--- src/rtl/ram_arb_pkg.sv ---
// ram_arb_pkg: RAM command opcodes, arbiter FSM states and the latched transaction record.
// Pure declarations; no latency or backpressure of its own.
package ram_arb_pkg;

    localparam int CMD_W = 10;

    localparam logic [1:0] OP_WR_ADDR = 2'b00;
    localparam logic [1:0] OP_WR_DATA = 2'b01;
    localparam logic [1:0] OP_RD_ADDR = 2'b10;
    localparam logic [1:0] OP_RD      = 2'b11;

    typedef enum logic [2:0] {
        IDLE,
        WR_ADDR,
        WR_DATA,
        RD_ADDR,
        RD_CMD,
        RD_WAIT,
        RD_DONE
    } state_t;

    typedef struct packed {
        logic       we;
        logic [7:0] addr;
        logic [7:0] wdata;
    } txn_t;

    function automatic logic [CMD_W-1:0] mk_cmd(input logic [1:0] op, input logic [7:0] payload);
        return {op, payload};
    endfunction

endpackage

--- src/rtl/rr_arbiter.sv ---
// rr_arbiter: combinational round-robin pick, first requester after i_last_gnt wins (zero latency).
// No backpressure: losers are expected to keep their request asserted.
module rr_arbiter
    import ram_arb_pkg::*;
#(
    parameter int NUM_REQ = 2,
    parameter int IDX_W   = (NUM_REQ > 1) ? $clog2(NUM_REQ) : 1
) (
    input  logic [NUM_REQ-1:0] i_req,
    input  logic [IDX_W-1:0]   i_last_gnt,
    output logic [NUM_REQ-1:0] o_gnt,
    output logic [IDX_W-1:0]   o_idx,
    output logic               o_vld
);

    localparam int PW = IDX_W + 1;

    logic [PW-1:0] w_pos;

    always_comb begin
        o_gnt = '0;
        o_idx = '0;
        o_vld = 1'b0;
        w_pos = '0;
        // Walk from the farthest candidate to the nearest so the nearest requester wins.
        for (int k = NUM_REQ; k >= 1; k--) begin
            w_pos = {1'b0, i_last_gnt} + PW'(k);
            if (w_pos >= PW'(NUM_REQ)) begin
                w_pos = w_pos - PW'(NUM_REQ);
            end
            if (i_req[w_pos[IDX_W-1:0]]) begin
                o_gnt                    = '0;
                o_gnt[w_pos[IDX_W-1:0]]  = 1'b1;
                o_idx                    = w_pos[IDX_W-1:0];
                o_vld                    = 1'b1;
            end
        end
    end

endmodule

--- src/rtl/ram_cmd_arbiter.sv ---
// ram_cmd_arbiter: round-robin sharer of the command RAM; write ack 2 cycles after grant, read ack 4 (+ RAM wait, bounded by RD_TIMEOUT).
// Losers hold req; one transaction in flight. RAM_ARB_ADDR_CACHE_EN skips repeated address commands (one cycle less).
module ram_cmd_arbiter
    import ram_arb_pkg::*;
#(
    parameter int NUM_REQ    = 2,
    parameter int RD_TIMEOUT = 4
) (
    input  logic                 clk,
    input  logic                 rst,
    input  logic [NUM_REQ-1:0]   req,
    input  logic [NUM_REQ-1:0]   we,
    input  logic [NUM_REQ*8-1:0] addr,
    input  logic [NUM_REQ*8-1:0] wdata,
    output logic [NUM_REQ-1:0]   ack,
    output logic [7:0]           rdata,
    output logic                 err,
    output logic                 busy,
    output logic [CMD_W-1:0]     ram_din,
    output logic                 ram_rx_valid,
    input  logic [7:0]           ram_dout,
    input  logic                 ram_tx_valid
);

    localparam int         IDX_W    = (NUM_REQ > 1) ? $clog2(NUM_REQ) : 1;
    localparam logic [3:0] TMO_LAST = 4'(RD_TIMEOUT - 1);

    state_t             r_state;
    state_t             w_state_nxt;
    logic [NUM_REQ-1:0] r_gnt;
    logic [NUM_REQ-1:0] w_gnt;
    logic [IDX_W-1:0]   r_last_gnt;
    logic [IDX_W-1:0]   w_idx;
    logic               w_any;
    txn_t               r_txn;
    txn_t               w_txn;
    logic [3:0]         r_cnt;
    logic [7:0]         r_rdata;
    logic               r_err;
    logic               w_wr_hit;
    logic               w_rd_hit;

    rr_arbiter #(
        .NUM_REQ (NUM_REQ),
        .IDX_W   (IDX_W)
    ) u_rr (
        .i_req      (req),
        .i_last_gnt (r_last_gnt),
        .o_gnt      (w_gnt),
        .o_idx      (w_idx),
        .o_vld      (w_any)
    );

    always_comb begin
        w_txn = '0;
        for (int i = 0; i < NUM_REQ; i++) begin
            if (w_gnt[i]) begin
                w_txn = '{we: we[i], addr: addr[8*i +: 8], wdata: wdata[8*i +: 8]};
            end
        end
    end

`ifdef RAM_ARB_ADDR_CACHE_EN
    logic [7:0] r_wr_addr_q;
    logic [7:0] r_rd_addr_q;
    logic       r_wr_vld;
    logic       r_rd_vld;

    // Mirrors the RAM's own address pointers so a repeated address need not be re-sent.
    always_ff @(posedge clk) begin
        if (rst) begin
            r_wr_addr_q <= '0;
            r_wr_vld    <= 1'b0;
            r_rd_addr_q <= '0;
            r_rd_vld    <= 1'b0;
        end else begin
            if (r_state == WR_ADDR) begin
                r_wr_addr_q <= r_txn.addr;
                r_wr_vld    <= 1'b1;
            end
            if (r_state == RD_ADDR) begin
                r_rd_addr_q <= r_txn.addr;
                r_rd_vld    <= 1'b1;
            end
        end
    end

    assign w_wr_hit = r_wr_vld && (r_wr_addr_q == w_txn.addr);
    assign w_rd_hit = r_rd_vld && (r_rd_addr_q == w_txn.addr);
`else
    assign w_wr_hit = 1'b0;
    assign w_rd_hit = 1'b0;
`endif

    always_comb begin
        w_state_nxt = r_state;
        case (r_state)
            IDLE: begin
                if (w_any) begin
                    if (w_txn.we) begin
                        w_state_nxt = w_wr_hit ? WR_DATA : WR_ADDR;
                    end else begin
                        w_state_nxt = w_rd_hit ? RD_CMD : RD_ADDR;
                    end
                end
            end
            WR_ADDR: w_state_nxt = WR_DATA;
            WR_DATA: w_state_nxt = IDLE;
            RD_ADDR: w_state_nxt = RD_CMD;
            RD_CMD:  w_state_nxt = RD_WAIT;
            RD_WAIT: begin
                if (ram_tx_valid || (r_cnt == TMO_LAST)) begin
                    w_state_nxt = RD_DONE;
                end
            end
            RD_DONE: w_state_nxt = IDLE;
            default: w_state_nxt = IDLE;
        endcase
    end

    // Everything the RAM and requesters see is decoded from registered state only.
    always_comb begin
        ram_rx_valid = 1'b0;
        ram_din      = '0;
        ack          = '0;
        case (r_state)
            WR_ADDR: begin
                ram_rx_valid = 1'b1;
                ram_din      = mk_cmd(OP_WR_ADDR, r_txn.addr);
            end
            WR_DATA: begin
                ram_rx_valid = 1'b1;
                ram_din      = mk_cmd(OP_WR_DATA, r_txn.wdata);
                ack          = r_gnt;
            end
            RD_ADDR: begin
                ram_rx_valid = 1'b1;
                ram_din      = mk_cmd(OP_RD_ADDR, r_txn.addr);
            end
            RD_CMD: begin
                ram_rx_valid = 1'b1;
                ram_din      = mk_cmd(OP_RD, 8'h00);
            end
            RD_DONE: ack = r_gnt;
            default: ;
        endcase
    end

    always_ff @(posedge clk) begin
        if (rst) begin
            r_state    <= IDLE;
            r_last_gnt <= IDX_W'(NUM_REQ - 1);
            r_gnt      <= '0;
            r_txn      <= '0;
            r_cnt      <= '0;
            r_rdata    <= '0;
            r_err      <= 1'b0;
        end else begin
            r_state <= w_state_nxt;
            case (r_state)
                IDLE: begin
                    if (w_any) begin
                        r_gnt      <= w_gnt;
                        r_last_gnt <= w_idx;
                        r_txn      <= w_txn;
                    end
                end
                RD_CMD: r_cnt <= '0;
                RD_WAIT: begin
                    if (ram_tx_valid) begin
                        r_rdata <= ram_dout;
                        r_err   <= 1'b0;
                    end else if (r_cnt == TMO_LAST) begin
                        r_rdata <= '0;
                        r_err   <= 1'b1;
                    end else begin
                        r_cnt <= r_cnt + 4'd1;
                    end
                end
                default: ;
            endcase
        end
    end

    assign rdata = r_rdata;
    assign err   = r_err;
    assign busy  = (r_state != IDLE);

endmodule

--- config.mk ---
export PLATFORM = sky130hd
export DESIGN_NAME = ram_cmd_arbiter
export DESIGN_NICKNAME = d
export VERILOG_FILES = /design/src/rtl/ram_arb_pkg.sv /design/src/rtl/rr_arbiter.sv /design/src/rtl/ram_cmd_arbiter.sv
export SDC_FILE = /design/constraint.sdc
export NUM_CORES = 1
export LEC_CHECK = 0
export ABC_CLOCK_PERIOD_IN_PS = 4280
export BUFFER_PORTS_ARGS = -buffer_cell sky130_fd_sc_hd__clkbuf_2
export CAP_MARGIN = 5
export CORE_AREA = 2 2 53 75
export CTS_BUF_LIST = sky130_fd_sc_hd__clkbuf_8 sky130_fd_sc_hd__clkbuf_16
export CTS_CLUSTER_SIZE = 40
export DETAILED_ROUTE_END_ITERATION = 8
export DIE_AREA = 0 0 55 77
export GPL_ROUTABILITY_DRIVEN = 1
export PLACE_DENSITY = 0.82
export SLEW_MARGIN = 10
export SYNTH_ARGS = -nofsm -noshare
export SYNTH_HDL_FRONTEND = slang
export SYNTH_SLANG_ARGS = --single-unit
--- constraint.sdc ---
create_clock -name clk -period 4.28 [get_ports clk]
set_clock_uncertainty 0.15 [all_clocks]
set_input_delay 0.214 -clock clk [delete_from_list [all_inputs] [get_ports clk]]
set_output_delay 0.214 -clock clk [all_outputs]
set_load 0.01 [all_outputs]
=== Word level (Yosys, flattened, before mapping) ===
Index checks and enable logic that the tools add are counted.

* Add/sub/neg operators: 5
* Multiply operators: 0
* Div/mod/pow operators: 0
* Order comparisons: 6
* Equality and inequality tests: 11
* Shift operators: 0
* Multiplexer cells: 32
* Bitwise gates (word level): 0
* Reductions and logical operators: 13

{| class="wikitable"
|+ Operators with widths
! cell !! number
|-
| 10-bit case mux with 4 select lines || 1
|-
| 17-bit 2-to-1 mux || 2
|-
| 8-bit 2-to-1 mux || 2
|-
| 1-bit 2-to-1 mux || 15
|-
| 3-bit case mux with 5 select lines || 1
|-
| 3-bit == test, second input constant || 3
|-
| 2-bit 2-to-1 mux || 4
|-
| 4-bit 2-to-1 mux || 2
|-
| 4-bit case mux with 2 select lines || 1
|-
| 3-bit by 2-bit == test with 1-bit output, second input constant || 2
|-
| 3-bit 2-to-1 mux || 2
|-
| 2-bit inequality test, second input constant || 3
|-
| 2-bit AND reduction || 3
|-
| 4-bit by 1-bit adder with 4-bit output, second input constant || 1
|-
| 4-bit by 2-bit == test with 1-bit output, second input constant || 1
|-
| 2-bit greater-or-equal comparator, second input constant || 2
|-
| 1-bit by 2-bit less-than comparator with 1-bit output, second input constant || 2
|-
| 2-bit nonzero test || 2
|-
| 4-bit OR reduction || 1
|-
| 3-bit by 1-bit == test with 1-bit output, second input constant || 1
|-
| 3-bit zero test || 1
|-
| 3-bit AND reduction || 1
|-
| 3-bit nonzero test || 1
|-
| 1-bit by 1-bit adder with 2-bit output, second input constant || 1
|-
| 8 further kinds || 12
|}

* Bits in registers: 35
* Bits in latches: 0
* Bits in writable memories: 0
* ROM bits: 0
* Input port bits: 47
* Output and inout bits: 23
* Word-level logic and storage cells: 75
* Memories kept: 0

=== Longest topological paths before layout ===
Gate-level depths: netlist of the first run.

* Depth after elaboration: 14
* Gate-level depth with buffers: 5

=== Hierarchy ===
A second synthesis of the first run with hierarchy kept.

* Cells, all modules: 209
* Area, all modules: 1843.0 um2

{| class="wikitable"
|+ Modules (own cells, without submodules)
! module !! times used !! cells each !! area an instance (um2) !! sequential area each (um2)
|-
| ram_cmd_arbiter || 1 || 204 || 1810.5 || 700.7
|-
| rr_arbiter || 1 || 5 || 32.5 || 0.0
|}

=== Worst setup path before layout of the first run ===
No wires, ideal clock.

* Path kind: register -> register
* From: register r_state[2]
* To: register r_txn[0] (netlist bit)
* Arrival: 1.562 ns
* Data required time: 4.073 ns
* Setup slack: 2.511 ns
* Stages on the path, launching flop included: 6
* Period minus slack after synthesis: 1.769 ns
* Cells stage by stage: dfxtp_1 > buf_6 > or4b_4 > nor3b_4 > buf_6 > a221o_2

* Longest elaborated chain between the ends: 2

{| class="wikitable"
|+ Ends and longest elaborated chain
! element !! RTL line !! source
|-
| start: declaration || ram_cmd_arbiter.sv:28 || <nowiki>state_t r_state;</nowiki>
|-
| start signal: assignment || ram_cmd_arbiter.sv:159 || <nowiki>r_state <= w_state_nxt;</nowiki>
|-
| 3-bit zero test || ram_cmd_arbiter.sv:160 || <nowiki>case (r_state)</nowiki>
|-
| 2-bit AND reduction (no line) || n/a ||
|-
| end signal: assignment || ram_cmd_arbiter.sv:165 || <nowiki>r_txn <= w_txn;</nowiki>
|-
| end: declaration || ram_cmd_arbiter.sv:35 || <nowiki>txn_t r_txn;</nowiki>
|}

Every way passes these cells.
A chain may end at the register's enable or synchronous reset.

=== Worst setup path after layout of the first run ===
* From: register r_state[0]
* To: register r_txn[2] (netlist bit)

Same word-level chain as after synthesis.

==> impl_metrics.json, run 1 <==
{
  "antenna_found_initial": 0,
  "vias_per_cell": 5.67,
  "synth_area_sq_um": 1780,
  "path_clk_slew_ns": 0.07,
  "avgSynthCellArea_sq_um": 9.41,
  "fmax_mhz": 337,
  "dr.pass1.iters": 4,
  "grt_pass1_wl_microns": 7760,
  "grt_use_total_pct": 24.5,
  "synth.most_common_cell": "dfxtp_1",
  "max_slew_margin_pct": 24.4,
  "busiest_layer": "met2",
  "outcome": "finished, final reports clean",
  "post_synth_and_or_nand_nor_area_fraction_pct": 25.5,
  "avgRoutedWirePerCell_microns": 14.6,
  "grtUsageMet1_pct": 26.7,
  "cts_tree": "done",
  "grt_overflow": 0,
  "insertion_delay_ns": 0.29,
  "cts_buffers": 5,
  "setup_violations": 0,
  "remaining_drc_errors": 0,
  "io_buffer_count": 69,
  "p_leak_nw": 1.09,
  "peakVddDrop_mv": 0.265,
  "crit_required_ns": 4.30,
  "timing.final.hold_violations": 0,
  "fin_nets": 323,
  "synth_seq_area_share_pct": 39.4,
  "vias": 1797,
  "critical_path_class": "reg2reg",
  "arrival_ns": 2.98,
  "synth_seq_cells": 35,
  "syn_nets": 237,
  "hp-class": "in2reg",
  "antenna_left": 0,
  "synth_edf_count": 0,
  "gp_congestion": 0.716,
  "synth_compound_area_share_pct": 27.7,
  "setup_ws_ns": 1.32,
  "die_w_microns": 55,
  "synthCells": 189,
  "dieArea_sq_um": 4240,
  "clockRootBuffer": "clkbuf_8",
  "finalCritPeriodShare_pct": 69.2,
  "place_ws_ns": 1.92,
  "synthAdderAreaFrac_pct": 0.704,
  "row_count": 26,
  "setup_tns_ns": 0,
  "finalMaxSlewViolations": 0,
  "worstSetupEndpointType": "flop",
  "met3_usage_pct": 6.81,
  "hpwl_microns": 3040,
  "fp.coreArea_sq_um": 3580,
  "synth_top_area_cell": "dfxtp_1",
  "wl_microns": 4620,
  "die_h_microns": 77,
  "synth_top_family_by_area": "compound AO/OA/AOI/OAI gates",
  "hold_depth": 2,
  "areaGrowthSynthToFinish_pct": 37.4,
  "p_per_area_nw_per_um2": 324,
  "grt_use_met2_pct": 42.7,
  "post-synth-top-area-fraction_pct": 39.4,
  "drive_above_1_share_pct": 33.8,
  "synth_area_leaders": "dfxtp_1, nand2b_1, a221o_2, a21oi_1, a32o_1",
  "muxShareOfSynthArea_pct": 1.13,
  "fillers": 304,
  "rsz0062_at_grt": "false",
  "cts_buffer_depth": 2,
  "tightest_slew_ns": 1.13,
  "start_util_pct": 49.7,
  "startpoint_type": "flop",
  "synth.distinct_cells": 41,
  "fin_crit_ns": 2.96,
  "grt_max_degree": 28,
  "grt_pass1_vias": 1813,
  "ys_dominant_reg_cell": "dfxtp_1",
  "cap_violations": 0,
  "htree_levels": 2,
  "reg2reg_depth": 4,
  "diodes": 0,
  "clkSinkCount": 35,
  "synth_warnings": 0,
  "num_io_pins": 70,
  "synth_xor_area_share_pct": 0,
  "dr.first_iter.drc_count": 57,
  "synth_common_cells": "dfxtp_1, nand2b_1, a21oi_1",
  "synthArstFlopShare_pct": 0,
  "crit_fanout": 27
}
[per-layer routing]
layer  routed length (microns)  up-vias
met5                         0        -
met4                        93        0
met3                       330       11
met2                      2360       79
met1                      1840      818
li1                          -      889
[area by class of cell]
cell class	instances	area, sq um	share of cell area [%]
Sequential cell	35	701	28.7
Timing Repair Buffer	96	616	25.2
Clock inverter	1	5.00	0.205
Clock buffer	6	82.6	3.38
Tap cell	42	52.6	2.15
Inverter	2	7.51	0.307
Multi-Input combinational cell	135	978	40.1
[power breakdown]
| group | internal, W | leakage, nW | total, W | switching, W |
|---|---|---|---|---|
| Sequential | 0.000351 | 0.286 | 0.000379 | 0.0000280 |
| Clock | 0.000126 | 0.0470 | 0.000241 | 0.000114 |
| Combinational | 0.0000919 | 0.755 | 0.000171 | 0.0000788 |
[state kept, by name, summed over array words and instances (netlist names)]
name        flops
r_cnt           4
err             1
rdata           8
r_gnt           2
r_last_gnt      1
r_txn          16
r_state         3
[worst max-delay path, cell delays in order (launching register included)]
cell	delay, ns
dfxtp_1	0.58
nor3_2	1.01
a21oi_1	0.16
a221o_2	0.36
dlygate4sd3_1	0.58
[cells in the final DEF (no fill, tap or decap), types with 2 or more instances in the layout]
cell | Yosys | routed
and4b_1 | 2 | 2
a22oi_1 | 8 | 8
or4b_4 | 2 | 2
nand3b_1 | 3 | 3
a32o_1 | 8 | 8
a221o_2 | 10 | 10
a31oi_1 | 3 | 3
nand3_1 | 4 | 4
inv_1 | 2 | 2
a221o_1 | 6 | 6
clkbuf_8 | 0 | 6
a21oi_1 | 18 | 18
dfxtp_1 | 35 | 35
clkbuf_2 | 0 | 69
dlygate4sd3_1 | 0 | 27
nand2b_1 | 21 | 21
or4_1 | 2 | 2
mux2i_1 | 2 | 2
nand2_1 | 7 | 7
nor2_1 | 11 | 11
nor2b_1 | 5 | 5
o211ai_1 | 4 | 4
and2_1 | 3 | 3
[worst paths after layout]
check / to / slack [ns] / start
hold / removal: r_txn[6] / 0.004 / wdata[14]
setup reg to reg: r_txn[2] / 1.32 / r_state[0]
setup / recovery: r_txn[2] / 1.32 / r_state[0]
hold reg to reg: rdata[6] / 0.34 / rdata[6]
[repair_timing]
| action | in CTS | in global routing |
|---|---|---|
| gates resized for setup | 0 | 0 |
| buffers inserted | 0 | 0 |
| endpoints found under the hold margin | 18 | 1 |
| hold buffers | 26 | 1 |
[per-stage QoR]
stage	instance area, sq um	std cells	total power [W]	hold WS [ns]	util [%]
6_report	2440	317	0.000791	0.00412	68.3
3_5_place_dp	2080	283	0.000528	0.284	58.3
5_1_grt	2440	317	0.000835	0.00338	68.3
2_1_floorplan	1780	189	0.000479	0.190	-
4_1_cts	2430	316	0.000795	0.000587	68.0
3_3_place_gp	2080	283	0.000524	0.278	58.3
[kinds of logic after synthesis]
logic type	count (synthesis)
buf+inv	19
flops	35
compound gates	62
simple gates	70
fa+ha+maj	1
mux	2
(Power assumes the default switching activity.)
==> inputs of run 2 (changes only) <==
Settings changed: ABC_CLOCK_PERIOD_IN_PS 4280 to 2800, CORE_AREA 2 2 53 75 to 2 2 55 78, DIE_AREA 0 0 55 77 to 0 0 57 80, PLACE_DENSITY 0.82 to 0.76.
Clock period 4.28 ns to 2.8 ns, I/O delays scaled along.
==> run 2 against run 1 <==
Against the previous run: maximum frequency grew 12%; cell area grew 6.6%; critical path depth is the same; register-to-register slack lost 1.2 ns; final cell count grew 5.7%; non-clock buffer count grew 17; worst setup slack lost 1.2 ns; combinational power grew 81%; hold slack gained 0.045 ns; sequential cell count is the same; sequential power grew 50%; via count grew 4.7%.
==> impl_metrics.json, run 2 (synthesized netlist as in run 1, its figures left out) <==
{
  "outcome": "finished, final reports clean",
  "place_ws_ns": 0.751,
  "cts_buffer_depth": 2,
  "areaGrowthSynthToFinish_pct": 46.4,
  "rsz0062_at_grt": "false",
  "finalMaxSlewViolations": 0,
  "worstSetupEndpointType": "flop",
  "final_cell_mix": "clkbuf_2, dlygate4sd3_1, dfxtp_1",
  "busiest_layer": "met2",
  "gp_congestion": 0.766,
  "dr.pass1.iters": 4,
  "wl_microns": 5100,
  "cts_buffers": 5,
  "vias": 1881,
  "peakVddDrop_mv": 0.404,
  "remaining_drc_errors": 0,
  "start_util_pct": 46.2,
  "placed_cell_area_sq_um": 2120,
  "htree_levels": 2,
  "grt_overflow": 0,
  "cts_tree": "done",
  "slowest_delay_ns": 0.60,
  "post_cts.repair.setup_buffers": 0,
  "p_leak_nw": 1.18,
  "crit_family": "simple AND/OR/NAND/NOR gates",
  "max_slew_margin_pct": 50.8,
  "setup_violations": 0,
  "grt_pass1_vias": 1793,
  "grt_use_met2_pct": 41.5,
  "finalCritPeriodShare_pct": 94.5,
  "fp.coreArea_sq_um": 3850,
  "setup_ws_ns": 0.153,
  "critPathSlowestCell": "nor3b_4",
  "hp-class": "in2reg",
  "hpwl_microns": 3130,
  "critical_path_class": "reg2reg",
  "hold_slack_ns": 0.0489,
  "dieArea_sq_um": 4560,
  "crit_buf_inv": 1,
  "path_clk_slew_ns": 0.07,
  "crit_fanout": 16,
  "grt_max_degree": 28,
  "grtUsageMet1_pct": 25.4,
  "arrival_ns": 2.73,
  "antenna_found_initial": 0,
  "clkSinkCount": 35,
  "vias_per_cell": 5.61,
  "drive_above_1_share_pct": 33.2,
  "diodes": 0,
  "insertion_delay_ns": 0.28,
  "timing.final.hold_violations": 0,
  "final_common_cell": "clkbuf_2",
  "fin_nets": 340,
  "cap_violations": 0,
  "crit_required_ns": 2.88,
  "startpoint_type": "flop",
  "fin_crit_ns": 2.65,
  "fin_area_sq_um": 2600,
  "fmax_mhz": 378,
  "avgRoutedWirePerCell_microns": 15.2,
  "io_buffer_count": 69,
  "regArea_sq_um": 701,
  "grt_use_total_pct": 23.1,
  "fillers": 301,
  "tightest_slew_ns": 0.736,
  "setup_tns_ns": 0,
  "p_per_area_nw_per_um2": 478,
  "dr.first_iter.drc_count": 58,
  "die_h_microns": 80,
  "antenna_left": 0,
  "num_io_pins": 70,
  "cp_cell_sequence": "or4b_4 > nor3b_4 > a221o_2 > dlygate4sd3_1",
  "largest_reg_flops": 16,
  "clockRootBuffer": "clkbuf_8",
  "multi_input_area_sq_um": 978,
  "die_w_microns": 57,
  "top_register": "r_txn",
  "grt_pass1_wl_microns": 8160,
  "row_count": 27,
  "met3_usage_pct": 4.70
}
==> run 2: path summary, 6_finish.rpt <==
| path | from | end | slack (ns) | cells after the start |
|---|---|---|---|---|
| max | r_state[1] | r_txn[1] | 0.15 | 4 |
| min | req[1] | r_gnt[1] | 0.05 | 3 |
| max reg2reg | r_state[1] | r_txn[1] | 0.15 | 4 |
| min reg2reg | r_gnt[1] | r_gnt[1] | 0.34 | 2 |
==> run 2: layout make-up <==
cell class	count	share of cell area, %
multi-input combinational	135	37.6
inverter	2	0.288
sequential	35	26.9
clock buffer	6	3.17
timing repair buffer	113	29.8
clock inverter	1	0.192
tap	43	2.07
==> run 2: per-layer routing <==
metal / vias up / wire length, microns
li1: 928 / -
met1: 855 / 2100
met2: 82 / 2600
met3: 16 / 263
met4: 0 / 145
met5: - / 0
==> run 2: worst min-delay path: stages <==
cell and delay [ns]:
clkbuf_2 0.13, a32oi_1 0.10, nor2_1 0.08
==> run 2: repair_timing <==
item	CTS	global route
hold buffers	40	0
resized for setup	0	0
hold endpoints to repair	24	0
==> run 2: stage by stage <==
stage | total power (W) | utilization [%] | instances
floorplan | 0.000732 | - | 189
global placement | 0.000810 | 54.9 | 288
detailed placement | 0.000816 | 54.9 | 288
CTS | 0.00125 | 67.6 | 335
global route | 0.00131 | 67.6 | 335
finish | 0.00125 | 67.6 | 335
==> run 2: report_power, final <==
part | switching [W] | total [W] | leakage [nW] | internal (W)
Clock | 0.000174 | 0.000367 | 0.0470 | 0.000193
Combinational | 0.000141 | 0.000309 | 0.846 | 0.000168
Sequential | 0.0000326 | 0.000570 | 0.286 | 0.000537
Total | 0.000348 | 0.00125 | 1.18 | 0.000898
==> inputs of run 3 (changes only) <==
Settings changed: ABC_CLOCK_PERIOD_IN_PS 2800 to 2700, GPL_TIMING_DRIVEN set to 0, TNS_END_PERCENT set to 10.
Clock period 2.8 ns to 2.7 ns, I/O delays scaled along.
==> run 3 against run 2 <==
Against the previous run: final cell count is 3.6% higher; combinational power rose by 12%; via count rose by 4.6%.
==> impl_metrics.json, run 3 (synthesized netlist as in run 1, its figures left out) <==
{
  "outcome": "finished, final reports clean",
  "start_util_pct": 46.2,
  "peakVddDrop_mv": 0.417,
  "clkSinkCount": 35,
  "antenna_found_initial": 0,
  "avgRoutedWirePerCell_microns": 15.4,
  "vias": 1968,
  "die_w_microns": 57,
  "diodes": 0,
  "max_slew_margin_pct": 57.6,
  "p_per_area_nw_per_um2": 495,
  "drive_above_1_share_pct": 31.9,
  "cap_violations": 0,
  "comb_power_share_pct": 26.2,
  "gp_congestion": 0.744,
  "die_h_microns": 80,
  "dr.first_iter.drc_count": 54,
  "path_clk_slew_ns": 0.07,
  "final_util_pct": 69.2,
  "finalCritPeriodShare_pct": 96.3,
  "insertion_delay_ns": 0.29,
  "cts_buffers": 5,
  "top_register": "r_txn",
  "clockRootBuffer": "clkbuf_8",
  "p_seq_share_pct": 44.3,
  "vias_per_cell": 5.67,
  "htree_levels": 2,
  "finalPower_w": 0.00132,
  "num_io_pins": 70,
  "wl_microns": 5340,
  "io_buffer_count": 68,
  "final_common_cell": "clkbuf_2",
  "dr.pass1.iters": 4,
  "cts_buffer_depth": 2,
  "grt_max_degree": 11,
  "remaining_drc_errors": 0,
  "worstSetupEndpointType": "flop",
  "fin_nets": 352,
  "startpoint_type": "flop",
  "crit_fanout": 10,
  "arrival_ns": 2.63,
  "grt_use_total_pct": 24.3,
  "fp.coreArea_sq_um": 3850,
  "rsz0062_at_grt": "false",
  "cts_tree": "done",
  "setup_tns_ns": 0,
  "setup_violations": 0,
  "tightest_slew_ns": 0.634,
  "critical_path_class": "reg2reg",
  "crit_required_ns": 2.73,
  "final_cell_mix": "clkbuf_2, dlygate4sd3_1, dfxtp_1",
  "hp-class": "in2reg",
  "fmax_mhz": 384,
  "power.share.clock_pct": 29.5,
  "p_leak_nw": 1.20,
  "areaGrowthSynthToFinish_pct": 50.0,
  "dieArea_sq_um": 4560,
  "hpwl_microns": 3500,
  "grt_pass1_wl_microns": 8770,
  "grt_pass1_vias": 1966,
  "cell_internal_pwr_w": 0.000940,
  "timing.final.hold_violations": 0,
  "p_sw_share_pct": 28.7,
  "row_count": 27,
  "finalMaxSlewViolations": 0,
  "fillers": 318,
  "power.switching_w": 0.000379,
  "largest_reg_flops": 16,
  "fin_crit_ns": 2.60,
  "grt_overflow": 0,
  "antenna_left": 0
}
[run 3: cell types whose count changed in the layout (fill, tap and decap cells not counted)]
| cell | delta |
|---|---|
| buf_1 | +1 |
| buf_2 | +1 |
| buf_4 | -3 |
| buf_6 | +3 |
| clkbuf_1 | +11 |
| clkbuf_2 | -1 |
| nor3_2 | -1 |
| nor3_4 | +1 |
[run 3: power by group through the flow]
stage               Combinational (W)  Clock, W  Sequential [W]
finish                       0.000345  0.000390        0.000584
global route                 0.000374  0.000418        0.000588
CTS                          0.000333  0.000392        0.000583
detailed placement           0.000265         0        0.000594
global placement             0.000260         0        0.000593
floorplan                    0.000174         0        0.000585
[run 3: cell type report]
class | instances | area (sq um) | share of cell area (%)
Timing Repair Buffer | 108 | 741 | 27.8
Multi-Input combinational cell | 135 | 985 | 36.9
Sequential cell | 35 | 701 | 26.3
Inverter | 2 | 7.51 | 0.282
Buffer | 17 | 91.3 | 3.43
Clock buffer | 6 | 82.6 | 3.10
Clock inverter | 1 | 5.00 | 0.188
Tap cell | 43 | 53.8 | 2.02
[run 3: per-layer routing]
| layer | wire [microns] | vias to the layer above | track usage [%] |
|---|---|---|---|
| met5 | 0 | - | 0 |
| met4 | 158 | 0 | 11.6 |
| met3 | 298 | 15 | 4.54 |
| met2 | 2800 | 82 | 45.2 |
| met1 | 2090 | 922 | 25.7 |
| li1 | - | 949 | - |
[run 3: final timing paths]
kind | slack (ns) | startpoint | cells past startpoint | end
max | 0.1 | r_state[1] | 6 | r_txn[2]
min | 0.04 | req[1] | 3 | r_gnt[1]
max reg2reg | 0.1 | r_state[1] | 6 | r_txn[2]
min reg2reg | 0.33 | r_gnt[0] | 2 | r_gnt[0]
[run 3: timing repair]
item                                    CTS  global route
endpoints found under the setup margin    0             7
resized for setup                         0             1
hold buffers                             40             0
buffers inserted                          0             0
endpoints found under the hold margin    24             0
[run 3: metrics by stage]
stage | cells | setup slack [ns] | area, sq um | hold WS (ns)
detailed placement | 300 | 0.535 | 2170 | 0.199
floorplan | 189 | 0.931 | 1780 | 0.111
global placement | 300 | 0.577 | 2170 | 0.200
finish | 347 | 0.0988 | 2670 | 0.0360
global route | 347 | 0.00661 | 2670 | 0.107
CTS | 347 | 0.00959 | 2660 | 0.0401
[run 3: worst max-delay path, stage by stage (launching register included)]
cell	delay, ns
dfxtp_1	0.34
clkbuf_1	0.25
nor3_4	0.44
buf_2	0.32
a21oi_1	0.10
a221o_2	0.32
dlygate4sd3_1	0.57
